`src/rtl/gsim_pkg.sv`:
```
// Shared constants, state encoding and width helpers for the banded Gauss-Seidel solver.
package gsim_pkg;

    localparam int C1       = 13;
    localparam int C2       = 6;
    localparam int C3       = 1;
    localparam int DIAG     = 20;
    localparam int RECIP_SH = 18;
    localparam int RECIP    = (1 << RECIP_SH) / DIAG;
    localparam int REC_W    = $clog2(RECIP + 1);

    typedef enum logic [1:0] {LOAD, CALC, OUT} state_e;

    // Headroom for 13*(a+b) plus the other band terms without overflow.
    function automatic int acc_width(input int x_w);
        return x_w + 6;
    endfunction

endpackage

```
`src/rtl/gsim_update_dp.sv`:
```
// Three-stage single-unknown update: neighbour products, band sum, reciprocal scale and |delta|.
module gsim_update_dp
    import gsim_pkg::*;
#(
    parameter int X_W  = 32,
    parameter int B_W  = 16,
    parameter int FRAC = 16
) (
    input  logic                  clk,
    input  logic                  reset,
    input  logic signed [X_W-1:0] i_xm1,
    input  logic signed [X_W-1:0] i_xm2,
    input  logic signed [X_W-1:0] i_xm3,
    input  logic signed [X_W-1:0] i_xp1,
    input  logic signed [X_W-1:0] i_xp2,
    input  logic signed [X_W-1:0] i_xp3,
    input  logic signed [B_W-1:0] i_b,
    input  logic signed [X_W-1:0] i_x_old,
    output logic signed [X_W-1:0] o_xn,
    output logic        [X_W-1:0] o_absd
);
    localparam int ACC_W  = acc_width(X_W);
    localparam int PROD_W = ACC_W + REC_W;
    localparam logic signed [PROD_W-1:0] X_MAX = {{(PROD_W-X_W+1){1'b0}}, {(X_W-1){1'b1}}};
    localparam logic signed [PROD_W-1:0] X_MIN = {{(PROD_W-X_W+1){1'b1}}, {(X_W-1){1'b0}}};

    logic signed [ACC_W-1:0]  w_s1, w_s2, w_s3, w_p1, w_p2, w_p3;
    logic signed [ACC_W-1:0]  r_p1, r_p2, r_p3, r_s;
    logic signed [PROD_W-1:0] w_prod, w_q;
    logic signed [X_W:0]      w_diff, w_mag;

    assign w_s1 = ACC_W'(i_xm1) + ACC_W'(i_xp1);
    assign w_s2 = ACC_W'(i_xm2) + ACC_W'(i_xp2);
    assign w_s3 = ACC_W'(i_xm3) + ACC_W'(i_xp3);

    // Constant-coefficient products as shift-add trees.
    always_comb begin
        w_p1 = ACC_W'(i_b) <<< FRAC;
        w_p2 = '0;
        w_p3 = '0;
        for (int k = 0; k < 8; k++) begin
            if (C3[k]) w_p1 = w_p1 + (w_s3 <<< k);
            if (C2[k]) w_p2 = w_p2 + (w_s2 <<< k);
            if (C1[k]) w_p3 = w_p3 + (w_s1 <<< k);
        end
    end

    always_ff @(posedge clk or posedge reset) begin
        if (reset) begin
            r_p1 <= '0;
            r_p2 <= '0;
            r_p3 <= '0;
            r_s  <= '0;
        end else begin
            r_p1 <= w_p1;
            r_p2 <= w_p2;
            r_p3 <= w_p3;
            r_s  <= r_p1 - r_p2 + r_p3;
        end
    end

    always_comb begin
        w_prod = '0;
        for (int k = 0; k < REC_W; k++) begin
            if (RECIP[k]) w_prod = w_prod + (PROD_W'(r_s) <<< k);
        end
        w_q = w_prod >>> RECIP_SH;
        if (w_q > X_MAX)      o_xn = X_MAX[X_W-1:0];
        else if (w_q < X_MIN) o_xn = X_MIN[X_W-1:0];
        else                  o_xn = w_q[X_W-1:0];
        w_diff = (X_W+1)'(o_xn) - (X_W+1)'(i_x_old);
        w_mag  = w_diff[X_W] ? -w_diff : w_diff;
        o_absd = w_mag[X_W] ? '1 : w_mag[X_W-1:0];
    end

endmodule

```
`src/rtl/gsim_param.sv`:
```
// Parametrised Gauss-Seidel solver: b/x storage, load/sweep/output sequencing, convergence exit.
module gsim_param
    import gsim_pkg::*;
#(
    parameter int N    = 16,
    parameter int B_W  = 16,
    parameter int FRAC = 16,
    parameter int X_W  = 32,
    parameter int IT_W = 8
) (
    input  logic                  clk,
    input  logic                  reset,
    input  logic                  in_en,
    input  logic signed [B_W-1:0] b_in,
    output logic                  in_ready,
    input  logic [IT_W-1:0]       iter_max,
    input  logic [X_W-1:0]        tol,
    output logic                  out_valid,
    input  logic                  out_ready,
    output logic signed [X_W-1:0] x_out,
    output logic                  out_last,
    output logic [IT_W-1:0]       iter_count,
    output logic                  converged
);
    localparam int IDX_W = $clog2(N);

    state_e                r_state;
    logic [IDX_W-1:0]      r_idx;
    logic [1:0]            r_phase;
    logic [IT_W-1:0]       r_sweep, r_iter_max, r_iter_count;
    logic [X_W-1:0]        r_tol, r_maxd;
    logic                  r_conv;
    logic signed [X_W-1:0] r_x [N];
    logic signed [B_W-1:0] r_b [N];

    logic signed [X_W-1:0] w_lo [3];
    logic signed [X_W-1:0] w_hi [3];
    logic signed [X_W-1:0] w_xn, w_x_cur;
    logic [X_W-1:0]        w_absd, w_maxd_new;
    logic [IT_W-1:0]       w_sweep_inc;
    logic                  w_last_idx, w_load_acc, w_wr_calc;

    // Out-of-range neighbours read as zero; lower ones already hold this sweep's values.
    always_comb begin
        for (int k = 1; k <= 3; k++) begin
            w_lo[k-1] = '0;
            w_hi[k-1] = '0;
            if (int'(r_idx) >= k)    w_lo[k-1] = r_x[IDX_W'(int'(r_idx) - k)];
            if (int'(r_idx) + k < N) w_hi[k-1] = r_x[IDX_W'(int'(r_idx) + k)];
        end
    end

    assign w_x_cur     = r_x[r_idx];
    assign w_last_idx  = (r_idx == IDX_W'(N - 1));
    assign w_load_acc  = (r_state == LOAD) && in_en;
    assign w_wr_calc   = (r_state == CALC) && (r_phase == 2'd2);
    assign w_maxd_new  = (w_absd > r_maxd) ? w_absd : r_maxd;
    assign w_sweep_inc = r_sweep + IT_W'(1);

    gsim_update_dp #(
        .X_W  (X_W),
        .B_W  (B_W),
        .FRAC (FRAC)
    ) u_dp (
        .clk     (clk),
        .reset   (reset),
        .i_xm1   (w_lo[0]),
        .i_xm2   (w_lo[1]),
        .i_xm3   (w_lo[2]),
        .i_xp1   (w_hi[0]),
        .i_xp2   (w_hi[1]),
        .i_xp3   (w_hi[2]),
        .i_b     (r_b[r_idx]),
        .i_x_old (w_x_cur),
        .o_xn    (w_xn),
        .o_absd  (w_absd)
    );

    always_ff @(posedge clk) begin
        if (w_load_acc) begin
            r_b[r_idx] <= b_in;
            r_x[r_idx] <= X_W'(b_in) <<< FRAC;
        end else if (w_wr_calc) begin
            r_x[r_idx] <= w_xn;
        end
    end

    always_ff @(posedge clk or posedge reset) begin
        if (reset) begin
            r_state      <= LOAD;
            r_idx        <= '0;
            r_phase      <= '0;
            r_sweep      <= '0;
            r_iter_max   <= '0;
            r_tol        <= '0;
            r_maxd       <= '0;
            r_iter_count <= '0;
            r_conv       <= 1'b0;
        end else begin
            case (r_state)
                LOAD: if (in_en) begin
                    if (r_idx == '0) begin
                        r_iter_max   <= (iter_max == '0) ? IT_W'(1) : iter_max;
                        r_tol        <= tol;
                        r_iter_count <= '0;
                        r_conv       <= 1'b0;
                    end
                    if (w_last_idx) begin
                        r_idx   <= '0;
                        r_sweep <= '0;
                        r_phase <= '0;
                        r_maxd  <= '0;
                        r_state <= CALC;
                    end else begin
                        r_idx <= r_idx + IDX_W'(1);
                    end
                end
                CALC: if (r_phase != 2'd2) begin
                    r_phase <= r_phase + 2'd1;
                end else begin
                    r_phase <= '0;
                    if (!w_last_idx) begin
                        r_idx  <= r_idx + IDX_W'(1);
                        r_maxd <= w_maxd_new;
                    end else begin
                        r_idx        <= '0;
                        r_maxd       <= '0;
                        r_iter_count <= w_sweep_inc;
                        if (w_maxd_new <= r_tol) begin
                            r_conv  <= 1'b1;
                            r_state <= OUT;
                        end else if (w_sweep_inc == r_iter_max) begin
                            r_conv  <= 1'b0;
                            r_state <= OUT;
                        end else begin
                            r_sweep <= w_sweep_inc;
                        end
                    end
                end
                OUT: if (out_ready) begin
                    if (w_last_idx) begin
                        r_idx   <= '0;
                        r_state <= LOAD;
                    end else begin
                        r_idx <= r_idx + IDX_W'(1);
                    end
                end
                default: r_state <= LOAD;
            endcase
        end
    end

    assign in_ready   = (r_state == LOAD);
    assign out_valid  = (r_state == OUT);
    assign out_last   = out_valid && w_last_idx;
    assign x_out      = out_valid ? w_x_cur : '0;
    assign iter_count = r_iter_count;
    assign converged  = r_conv;

endmodule

```
`config.mk`:
```
export PLATFORM = sky130hd
export DESIGN_NAME = gsim_param
export DESIGN_NICKNAME = d
export VERILOG_FILES = /design/src/rtl/gsim_pkg.sv /design/src/rtl/gsim_update_dp.sv /design/src/rtl/gsim_param.sv
export SDC_FILE = /design/constraint.sdc
export NUM_CORES = 2
export LEC_CHECK = 0
export CAP_MARGIN = 0
export CORE_MARGIN = 2
export CORE_UTILIZATION = 66
export DETAILED_ROUTE_END_ITERATION = 12
export DONT_BUFFER_PORTS = 1
export PLACE_DENSITY = 0.83
export SYNTH_ARGS = -nofsm -noshare
export SYNTH_HDL_FRONTEND = slang
export SYNTH_HIERARCHICAL = 1
export SYNTH_SLANG_ARGS = --single-unit
```
`constraint.sdc`:
```
create_clock -name clk -period 16.06 [get_ports clk]
set_input_delay 1.606 -clock clk [delete_from_list [all_inputs] [get_ports clk]]
set_output_delay 1.606 -clock clk [all_outputs]
set_load 0.1 [all_outputs]
```
==> qor.yml <==
outcome:
  outcome: "complete, but fails checks"
  violations: "design-rule violations"
floorplan:
  die_w_um: 346.4
  fp-row-count: 125
  initial_core_util: 0.6660
  die_h_um: 346.4
  ioPinCount: 104
  core_area_um2: 116200
  fp.dieArea_um2: 120000
logic_synthesis:
  synthDistinctLibCells: 110
  synth_most_common_cell: "edfxtp_1"
  synthArstFlopShare: 0.2389
  synth-edff-count: 768
  yosysTopAreaCellShare: 0.2980
  synth_area_um2: 77390
  synth_nets: 6765
  synth_area_per_cell_um2: 12.89
  ys_seq_area_frac: 0.3759
  netlist_instances: 6005
  ys.flop_type: "edfxtp_1"
  synth_commonest_cells: "768 x edfxtp_1, 702 x mux4_2, 617 x inv_1, 448 x ha_1, 278 x a21oi_1"
  synth_area_leader_cell: "edfxtp_1"
  yosysWarningCount: 6
  ys_top_cells_by_area: "edfxtp_1 30%, mux4_2 20%, dfrtp_1 7.8%"
  ys_seq_elements: 1009
detailed_routing:
  via_count: 56920
  avgViaCountPerCell: 7.464
  dr.pass1.iters: 13
  post_drt_wl_per_cell_um: 31.62
  drt_iter0_markers: 9418
  post-route-drc-count: 52
  wl_mm: 241.2
  postRouteAntennaNets: 0
timing:
  final.setup.worst_slack_ns: 0.4821
  hold_viol: 0
  setup_violations: 0
  fin_skew_ns: 0.09368
  clock.fmax_ghz: 0.06419
  worst_pin_slew_ns: 1.372
  fin_crit_sh: 0.9700
  slew_violations: 0
  fin_tns_setup_ns: 0
  max_slew_margin: 0.08551
  fin_crit_ns: 15.58
cts:
  clock-sinks: 1009
  clkSlewWorstSetupHoldPaths_ns: 0.07
  insertion_delay_ns: 0.78
  cts_max_level: 3
  cts_made_buffers: 105
  cts_buffer_depth: 3
  root_buffer: "clkbuf_16"
  cts_tree: "yes"
global_route:
  grt.overflow.total: 0
  antenna_found_initial: 30
  grt_usage: 0.4021
  grt_pass1_vias: 56340
  grt_max_degree: 122
  grt_pass1_wl_mm: 356.3
critical_path:
  cp_slowest_stage_delay_ns: 0.60
  slowest_stage: "or4b_4"
  worstSetupPathType: "reg2reg"
  cp_max_fo: 20
  startpoint_type: "flip-flop"
  required_ns: 16.70
  crit_path_end_kind: "flip-flop"
  arrival_ns: 16.22
place:
  place_area_um2: 79480
  pre_cts_ws_ns: -0.3565
  io_buffers: 0
  gp_congestion: 1.009
  hpwl_mm: 160.4
min_path:
  hold_class: "reg2reg"
layout:
  nNetsFinal: 6753
  area_growth_pct: 7.929
  final_cell_area_um2: 83530
  drive_gt1_frac: 0.2099
flow_run:
  drv_cap: 0
-- per-stage QoR --
step / hold WS, ns / instances / utilization
final: 0.4686 / 7626 / 0.7188
after global placement: 0.4580 / 7397 / 0.6839
after global routing: 0.4791 / 7611 / 0.7185
after floorplan: 0.4430 / 6005 / -
after CTS: 0.4738 / 7590 / 0.7154
after detailed placement: 0.4610 / 7397 / 0.6839
-- cell usage in the layout, fill, tap and decap left out, types with 14 or more instances in the layout --
cell type  Yosys  layout
o21ai_0      177     162
nand3_1       68      65
nand4_1       33      33
nand2b_1      33      33
a31oi_1       24      22
o21ai_1        9      19
xor2_1       109     104
a22o_1        50      49
o21a_1        51      51
mux2_4        29      29
clkbuf_16      0     105
dfrtp_1      241     237
a21oi_1      278     273
edfxtp_1     768     768
o31ai_1       23      22
and3_1        46      31
bufinv_16      0      14
fa_1         252     252
mux2_2        60      60
nor3_1        44      43
mux4_2       702     702
a21o_1       138     138
nor2_1       205     197
nor2b_1      172     171
clkinv_2       0      18
and2_1       127     127
ha_1         448     443
a211o_1       25      25
mux2i_1      112     112
xnor2_1      190     186
buf_4         23     156
nand2_1      223     218
o21bai_1      38      37
o211ai_1      26      26
inv_1        617     614
a211oi_1     158     157
o22ai_1       22      21
diode_2        0      23
-- worst paths after layout --
kind,from,endpoint,slack [ns],cells past startpoint
hold reg to reg,u_dp/r_p3[0],u_dp/r_s[0],0.47,1
min in group asynchronous,reset,r_tol[3],0.69,1
setup reg to reg,u_dp/r_s[19],r_sweep[4],0.48,61
max in group asynchronous,reset,u_dp/r_p1[8],13.72,2
setup / recovery,u_dp/r_s[19],r_sweep[4],0.48,61
hold / removal,u_dp/r_p3[0],u_dp/r_s[0],0.47,1
-- cell type report --
class	count	area [µm²]
Multi-Input combinational cell	4092	45090
Fill cell	7275	32680
Sequential cell	1009	29110
Clock buffer	121	2721
Inverter	617	2325
Tap cell	1524	1907
Timing Repair Buffer	168	1388
Clock inverter	72	932.1
Antenna cell	23	57.56
-- cells by family (layout without fill, tap and decap cells) --
logic type | count (synthesis) | count (layout) | synth area share
AOI/OAI and AO/OA | 1145 | 1146 | 0.1000
and+or+nand+nor | 1038 | 1039 | 0.07012
DFF | 1009 | 1009 | 0.3759
buffers and inverters | 906 | 978 | 0.04794
muxes | 903 | 903 | 0.2331
adders and majority gates | 700 | 700 | 0.1376
xor gates and xnor gates | 304 | 304 | 0.03525
other | 0 | 23 | 0
-- critical path: cells and delay by family, from the launching register on --
kind            cells  cell delay [ns]
fa+ha+maj           9             3.55
simple gates       16             4.26
mux                 1             0.31
buf+inv             7             0.90
flops               1             0.37
compound gates     25             5.53
xor+xnor            3             0.52
-- routing by layer --
layer | routed length [µm] | track usage | vias up
li1 | - | - | 22870
met1 | 78040 | 0.4847 | 27790
met2 | 106100 | 0.6026 | 4800
met3 | 38290 | 0.1751 | 1417
met4 | 17700 | 0.2271 | 44
met5 | 1059 | 0.05002 | -
-- sequential cells by signal, summed over array words and instances (netlist names) --
signal / cells
u_dp/r_p1: 34
r_state: 2
u_dp/r_s: 38
iter_count: 8
r_phase: 2
r_iter_max: 8
r_idx: 4
r_b: 256
r_x: 512
u_dp/r_p3: 37
r_tol: 32
r_maxd: 32
u_dp/r_p2: 35
r_sweep: 8
converged: 1
-- what timing repair did --
action                                  in CTS  in global routing
gates resized for setup                      4                 68
gates cloned                                 0                  3
pin swaps                                    0                 18
endpoints found under the setup margin      11                 11
buffers inserted                             0                 10
hold buffers                                 0                  0
Power is not shown: default switching activity piles up to over one toggle a cycle in this logic, so the estimate is an artifact.
